[config.mk]
export PLATFORM = sky130hd
export DESIGN_NAME = div_seq_ctrl_flat
export DESIGN_NICKNAME = d
export VERILOG_FILES = /design/src/rtl/mdu_pkg.sv /design/src/rtl/div_seq_ctrl_if.sv /design/src/rtl/div_seq_ctrl_step.sv /design/src/rtl/div_seq_ctrl.sv /design/src/flat_wrapper.sv
export SDC_FILE = /design/constraint.sdc
export NUM_CORES = 1
export LEC_CHECK = 0
export ABC_AREA = 1
export CELL_PAD_IN_SITES_DETAIL_PLACEMENT = 0
export CELL_PAD_IN_SITES_GLOBAL_PLACEMENT = 1
export CORE_MARGIN = 2
export CORE_UTILIZATION = 40
export CTS_CLUSTER_DIAMETER = 30
export DETAILED_ROUTE_END_ITERATION = 10
export GPL_ROUTABILITY_DRIVEN = 0
export PLACE_DENSITY = 0.76
export SETUP_SLACK_MARGIN = 0.2
export SYNTH_ARGS = -nofsm -noshare
export SYNTH_HDL_FRONTEND = slang
export SYNTH_HIERARCHICAL = 1
export SYNTH_SLANG_ARGS = --single-unit
[constraint.sdc]
create_clock -name clk -period 10.9 [get_ports clk]
set_input_delay 3.27 -clock clk [delete_from_list [all_inputs] [get_ports clk]]
set_output_delay 3.27 -clock clk [all_outputs]
set_load 0.02 [all_outputs]
[src/rtl/mdu_pkg.sv]
// Shared constants and types for the multiply/divide unit sequencers.
package mdu_pkg;

    localparam int                     MDU_WIDTH  = 32;
    localparam int                     DIV_ITERS  = MDU_WIDTH;
    localparam logic [MDU_WIDTH-1:0]   DIVZERO_LO = '1;

    typedef enum logic [1:0] {
        S_IDLE = 2'd0,
        S_ITER = 2'd1,
        S_FIX  = 2'd2,
        S_DONE = 2'd3
    } div_state_e;

endpackage

[src/rtl/div_seq_ctrl_if.sv]
// Issue-side request/response bundle of the divide sequencer.
interface div_seq_ctrl_if
    import mdu_pkg::*;
#(
    parameter int WIDTH = MDU_WIDTH
);
    logic             HALT;
    logic             start;
    logic             is_signed;
    logic [WIDTH-1:0] dividend;
    logic [WIDTH-1:0] divisor;
    logic             busy;
    logic             stall;
    logic             done;
    logic             div_by_zero;
    logic [WIDTH-1:0] hi;
    logic [WIDTH-1:0] lo;

    modport master (
        output HALT, start, is_signed, dividend, divisor,
        input  busy, stall, done, div_by_zero, hi, lo
    );

    modport slave (
        input  HALT, start, is_signed, dividend, divisor,
        output busy, stall, done, div_by_zero, hi, lo
    );

endinterface

[src/rtl/div_seq_ctrl_step.sv]
// One restoring-division step: shift {R,Q} left, subtract D when it fits.
module div_step
    import mdu_pkg::*;
#(
    parameter int WIDTH = MDU_WIDTH
) (
    input  logic [WIDTH:0]   r_in,
    input  logic [WIDTH-1:0] q_in,
    input  logic [WIDTH-1:0] d,
    output logic [WIDTH:0]   r_out,
    output logic [WIDTH-1:0] q_out
);

    logic [WIDTH+1:0] r_shift;
    logic [WIDTH+1:0] d_ext;

    always_comb begin
        r_shift = {r_in, q_in[WIDTH-1]};
        d_ext   = {2'b00, d};
        if (r_shift >= d_ext) begin
            r_out = (WIDTH+1)'(r_shift - d_ext);
            q_out = {q_in[WIDTH-2:0], 1'b1};
        end else begin
            r_out = (WIDTH+1)'(r_shift);
            q_out = {q_in[WIDTH-2:0], 1'b0};
        end
    end

endmodule

[src/rtl/div_seq_ctrl.sv]
// DIV/DIVU sequencer: latches operands, runs WIDTH restoring steps, fixes signs, writes HI/LO.
module div_seq_ctrl
    import mdu_pkg::*;
#(
    parameter int WIDTH = MDU_WIDTH
) (
    input  logic           clk,
    input  logic           reset_all,
    div_seq_ctrl_if.slave  bus
);

    localparam int CNT_W = $clog2(WIDTH) + 1;

    div_state_e       state_q, state_d;
    logic [CNT_W-1:0] cnt_q, cnt_d;
    logic [WIDTH:0]   r_q, r_d;
    logic [WIDTH-1:0] q_q, q_d;
    logic [WIDTH-1:0] d_q, d_d;
    logic             q_neg_q, q_neg_d;
    logic             r_neg_q, r_neg_d;
    logic             busy_q, busy_d;
    logic             done_q, done_d;
    logic             dbz_q, dbz_d;
    logic [WIDTH-1:0] hi_q, hi_d;
    logic [WIDTH-1:0] lo_q, lo_d;

    logic [WIDTH:0]   step_r;
    logic [WIDTH-1:0] step_q;
    logic             a_neg, b_neg;

    div_step #(.WIDTH(WIDTH)) u_step (
        .r_in  (r_q),
        .q_in  (q_q),
        .d     (d_q),
        .r_out (step_r),
        .q_out (step_q)
    );

    assign a_neg = bus.is_signed & bus.dividend[WIDTH-1];
    assign b_neg = bus.is_signed & bus.divisor[WIDTH-1];

    always_comb begin
        state_d = state_q;
        cnt_d   = cnt_q;
        r_d     = r_q;
        q_d     = q_q;
        d_d     = d_q;
        q_neg_d = q_neg_q;
        r_neg_d = r_neg_q;
        busy_d  = busy_q;
        done_d  = done_q;
        dbz_d   = dbz_q;
        hi_d    = hi_q;
        lo_d    = lo_q;

        if (!bus.HALT) begin
            unique case (state_q)
                S_IDLE: begin
                    if (bus.start) begin
                        // A zero divisor skips the iterations; the raw dividend rides in Q to FIX.
                        cnt_d   = '0;
                        r_d     = '0;
                        d_d     = b_neg ? -bus.divisor : bus.divisor;
                        q_d     = (bus.divisor == '0) ? bus.dividend
                                : (a_neg ? -bus.dividend : bus.dividend);
                        q_neg_d = a_neg ^ b_neg;
                        r_neg_d = a_neg;
                        dbz_d   = 1'b0;
                        busy_d  = 1'b1;
                        state_d = (bus.divisor == '0) ? S_FIX : S_ITER;
                    end
                end
                S_ITER: begin
                    r_d   = step_r;
                    q_d   = step_q;
                    cnt_d = cnt_q + 1'b1;
                    if (cnt_q == CNT_W'(WIDTH - 1)) begin
                        state_d = S_FIX;
                    end
                end
                S_FIX: begin
                    if (d_q == '0) begin
                        lo_d  = {WIDTH{1'b1}};
                        hi_d  = q_q;
                        dbz_d = 1'b1;
                    end else begin
                        lo_d = q_neg_q ? -q_q : q_q;
                        hi_d = r_neg_q ? -r_q[WIDTH-1:0] : r_q[WIDTH-1:0];
                    end
                    busy_d  = 1'b0;
                    done_d  = 1'b1;
                    state_d = S_DONE;
                end
                S_DONE: begin
                    done_d  = 1'b0;
                    state_d = S_IDLE;
                end
                default: state_d = S_IDLE;
            endcase
        end
    end

    // NOTE: state flops use non-blocking assignments so every register samples pre-edge values.
    always_ff @(posedge clk or posedge reset_all) begin
        if (reset_all) begin
            state_q <= S_IDLE;
            cnt_q   <= '0;
            r_q     <= '0;
            q_q     <= '0;
            d_q     <= '0;
            q_neg_q <= 1'b0;
            r_neg_q <= 1'b0;
            busy_q  <= 1'b0;
            done_q  <= 1'b0;
            dbz_q   <= 1'b0;
            hi_q    <= '0;
            lo_q    <= '0;
        end else begin
            state_q <= state_d;
            cnt_q   <= cnt_d;
            r_q     <= r_d;
            q_q     <= q_d;
            d_q     <= d_d;
            q_neg_q <= q_neg_d;
            r_neg_q <= r_neg_d;
            busy_q  <= busy_d;
            done_q  <= done_d;
            dbz_q   <= dbz_d;
            hi_q    <= hi_d;
            lo_q    <= lo_d;
        end
    end

    // Combinational so the issue stage freezes in the very cycle the request is accepted.
    assign bus.stall       = busy_q | (bus.start & (state_q == S_IDLE) & ~bus.HALT);
    assign bus.busy        = busy_q;
    assign bus.done        = done_q;
    assign bus.div_by_zero = dbz_q;
    assign bus.hi          = hi_q;
    assign bus.lo          = lo_q;

endmodule
[src/flat_wrapper.sv]
// flat-port wrapper written by rule: the top's interface ports become plain ports
module div_seq_ctrl_flat import mdu_pkg::*;
#(
    parameter int WIDTH = MDU_WIDTH
)
  (clk, reset_all, bus_HALT, bus_start, bus_is_signed, bus_dividend, bus_divisor, bus_busy, bus_stall, bus_done, bus_div_by_zero, bus_hi, bus_lo);
  div_seq_ctrl_if #(.WIDTH(WIDTH)) bus_i ();
  input  logic clk;
  input  logic reset_all;
  input wire logic [$bits(bus_i.HALT)-1:0] bus_HALT;
  input wire logic [$bits(bus_i.start)-1:0] bus_start;
  input wire logic [$bits(bus_i.is_signed)-1:0] bus_is_signed;
  input wire logic [$bits(bus_i.dividend)-1:0] bus_dividend;
  input wire logic [$bits(bus_i.divisor)-1:0] bus_divisor;
  output wire logic [$bits(bus_i.busy)-1:0] bus_busy;
  output wire logic [$bits(bus_i.stall)-1:0] bus_stall;
  output wire logic [$bits(bus_i.done)-1:0] bus_done;
  output wire logic [$bits(bus_i.div_by_zero)-1:0] bus_div_by_zero;
  output wire logic [$bits(bus_i.hi)-1:0] bus_hi;
  output wire logic [$bits(bus_i.lo)-1:0] bus_lo;
  assign bus_i.HALT = bus_HALT;
  assign bus_i.start = bus_start;
  assign bus_i.is_signed = bus_is_signed;
  assign bus_i.dividend = bus_dividend;
  assign bus_i.divisor = bus_divisor;
  assign bus_busy = bus_i.busy;
  assign bus_stall = bus_i.stall;
  assign bus_done = bus_i.done;
  assign bus_div_by_zero = bus_i.div_by_zero;
  assign bus_hi = bus_i.hi;
  assign bus_lo = bus_i.lo;
  div_seq_ctrl #(.WIDTH(WIDTH)) u_core (.clk(clk), .reset_all(reset_all), .bus(bus_i));
endmodule
==> key figures <==
Synth
  – Syn Inst Count: 2468
  – Syn nets: 2579
  – FF+latch count, synth: 174
  – Post-synth EDFFs: 0
  – Mapped Avg Cell Area: 6.13 sq um
  – Ys async rst share: 1.00
  – Netlist cell types: 45
  – Top FF cell, synth: dfrtp_1
  – Sequential-to-total area share from yosys stat: 0.288
  – Synth warn: 6
  – Synthesized cell area: 15100 sq um

Power and ir drop
  – Leakage: 9.00 nW
  – Maximum vdd drop: 0.165 mV
  – Total power: 5.34 mW
  – P_sw: 2.87 mW
  – Clock power frac: 0.128
  – PwrDens: 311 nW/um^2
  – Reg power frac: 0.245
  – Switching part of the total: 0.537
  – Int Pwr: 2.47 mW
  – Logic pwr share: 0.627

Final layout
  – Sequential cell area: 4350 sq um
  – Cell Count, Final, Fillers Out: 3038
  – Area grow syn2layout: 13.5%
  – Area of the multi-input gates: 8770 sq um
  – Nets: 2625
  – Share of layout cells above drive strength 1: 0.0507
  – Commonest non-fill, non-tap cells in the layout: nand2_1 (837), inv_1 (333), nor2_1 (270)
  – Final instance area: 17200 sq um
  – Final core occ: 0.458
  – Commonest non-fill, non-tap cell in the layout: nand2_1
  – ANT cells: 0
  – Fillers: 4086

Clock tree
  – CTS Sinks: 174
  – Skew-Pair Late Insertion Delay: 450 ps
  – H-tree Lvls: 4
  – Post-CTS Resized: 0
  – Clock Pin Slew Worst Setup and Hold Paths: 70 ps
  – Total CTS buffers: 17
  – CTS hold repair buffers: 0
  – Max clock buf depth: 2
  – CTS tree: done
  – CTS Root Buffer Type: clkbuf_16
  – # Post-CTS Setup Buffers: 0

Flow run
  – # Max-Cap Violations: 0

STA
  – Endpoints failing setup: 0
  – Final Hold Fails: 0
  – Worst-margin pin slew: 1080 ps
  – Min Tclk post-route: 9290 ps
  – Fmax: 0.108 GHz
  – Worst Skew: 19.5 ps
  – Setup repair after global routing missed its margin: false
  – Max_slew headroom: 0.281
  – Period utilization: 0.852
  – Post-Route Setup TNS: 0 ps
  – Final slew viol count: 0

GRT
  – First-pass GRT wire length: 79600 um
  – M3 GR Usage: 0.0227
  – Global-route usage over all layers: 0.259
  – Gr busiest metal: met2
  – GR Util met2: 0.396
  – Largest net degree at the start of global routing: 79
  – Initial antenna violation count: 0
  – Grt total ovfl: 0
  – Vias in the first global route: 14500
  – Met1 Use GR: 0.386

Run status
  – Status: complete, no violations

Floorplan
  – Die Y: 198 um
  – Die X-Extent: 198 um
  – I/O pin count: 137
  – DIE AREA: 39400 sq um
  – Starting density of the core: 0.403
  – Core ar.: 37500 sq um
  – Site row count: 71

Place
  – Port bufs: 136
  – Dpl hpwl: 38800 um
  – Placed Cells: 3006
  – DP Area: 16500 sq um

Worst hold path
  – Hold Path Class: reg2reg
  – Hold path start: u_core/r_q[32]

Worst setup path
  – Crit. Startpoint: bus_HALT
  – Setup crit end kind: primary output
  – Reg-to-Reg Start: u_core/state_q[0]
  – Startpoint types: input pin
  – Crit path arrival time: 6020 ps
  – CP Max Fanout: 51
  – Crit Path Category: in2out
  – WP data required: 7630 ps

Routing
  – Routed WL per cell: 16.5 um
  – Initial DRC Count: 1185
  – Iteration count of the initial detailed-routing pass: 6
  – Total number of vias: 15500
  – DRT antenna net count: 0
  – Routed wire length: 50000 um
  – Routed vias/inst: 5.11
  – DRC viols: 0
==> cells by family (layout without fill, tap and decap cells) <==
kind of cell / Yosys count / in the layout / share of synthesized area
compound gates: 209 / 209 / 0.0736
xor+xnor: 55 / 55 / 0.0319
fa+ha+maj: 42 / 42 / 0.0352
simple gates: 1522 / 1522 / 0.439
buf+inv: 466 / 525 / 0.133
flops: 174 / 174 / 0.288
==> metal layers <==
metal,up-vias,share of wire
li1,7825,-
met1,7229,0.50
met2,419,0.43
met3,66,0.046
met4,0,0.025
met5,-,0
==> power groups by stage <==
stage               clock network [mW]  registers [mW]  logic (mW)
floorplan                            0            1.28        2.32
global placement                     0            1.31        3.28
detailed placement                   0            1.31        3.32
CTS                              0.698            1.30        3.33
global route                     0.723            1.34        3.78
finish                           0.686            1.31        3.35
==> through the flow <==
stage / hold slack (ps) / setup slack [ps]
final: 477 / 1610
after global routing: 500 / 1340
after CTS: 476 / 1590
after detailed placement: 458 / 1610
after global placement: 450 / 1640
after floorplan: 434 / 2910
==> critical path, cell delays in order <==
cell	delay, ps
clkdlybuf4s50_1	550
nor2_2	810
inv_2	580
nand2_1	180
clkdlybuf4s50_1	620
==> cell type report <==
class                      count  share of cell area
tap                          511              0.0373
clock inverter                13              0.0119
multi-input combinational   1828               0.511
sequential                   174               0.254
clock buffer                  19              0.0258
timing repair buffer         145              0.0833
inverter                     348              0.0766
==> cell usage after synthesis (14+ instances only) <==
| library cell | count | share of area |
|---|---|---|
| inv_1 | 334 | 0.083 |
| buf_4 | 37 | 0.018 |
| nand2_1 | 837 | 0.21 |
| ha_1 | 41 | 0.034 |
| clkbuf_1 | 34 | 0.0084 |
| o21ai_0 | 98 | 0.032 |
| xor2_1 | 52 | 0.030 |
| nand4_1 | 85 | 0.035 |
| dfrtp_1 | 174 | 0.29 |
| a31oi_1 | 23 | 0.0095 |
| buf_2 | 32 | 0.011 |
| o21ai_1 | 14 | 0.0046 |
| nor2_1 | 273 | 0.068 |
| nand3_2 | 16 | 0.011 |
| nand3_1 | 235 | 0.078 |
| a21oi_1 | 62 | 0.021 |
==> sequential cells by signal, summed over array words and instances, names as in the netlist <==
name / cells
u_core/q_neg_q: 1
u_core/bus.busy: 1
u_core/cnt_q: 6
u_core/bus.hi: 32
u_core/r_neg_q: 1
u_core/r_q: 33
u_core/d_q: 32
u_core/state_q: 2
u_core/bus.lo: 32
u_core/bus.done: 1
u_core/bus.div_by_zero: 1
u_core/q_q: 32
==> path summary, 6_finish.rpt <==
check                           slack, ps                end  cells past startpoint
worst max-delay path                 1610          bus_stall                      5
worst min-delay path                  480     u_core/r_q[32]                      2
worst max register to register       7310      u_core/q_q[1]                      9
worst min register to register        480     u_core/r_q[32]                      2
max in group asynchronous            5730  u_core/bus.lo[12]                      4
min in group asynchronous            3350      u_core/d_q[7]                      2
No activity file was read; power rests on OpenSTA's default activity.
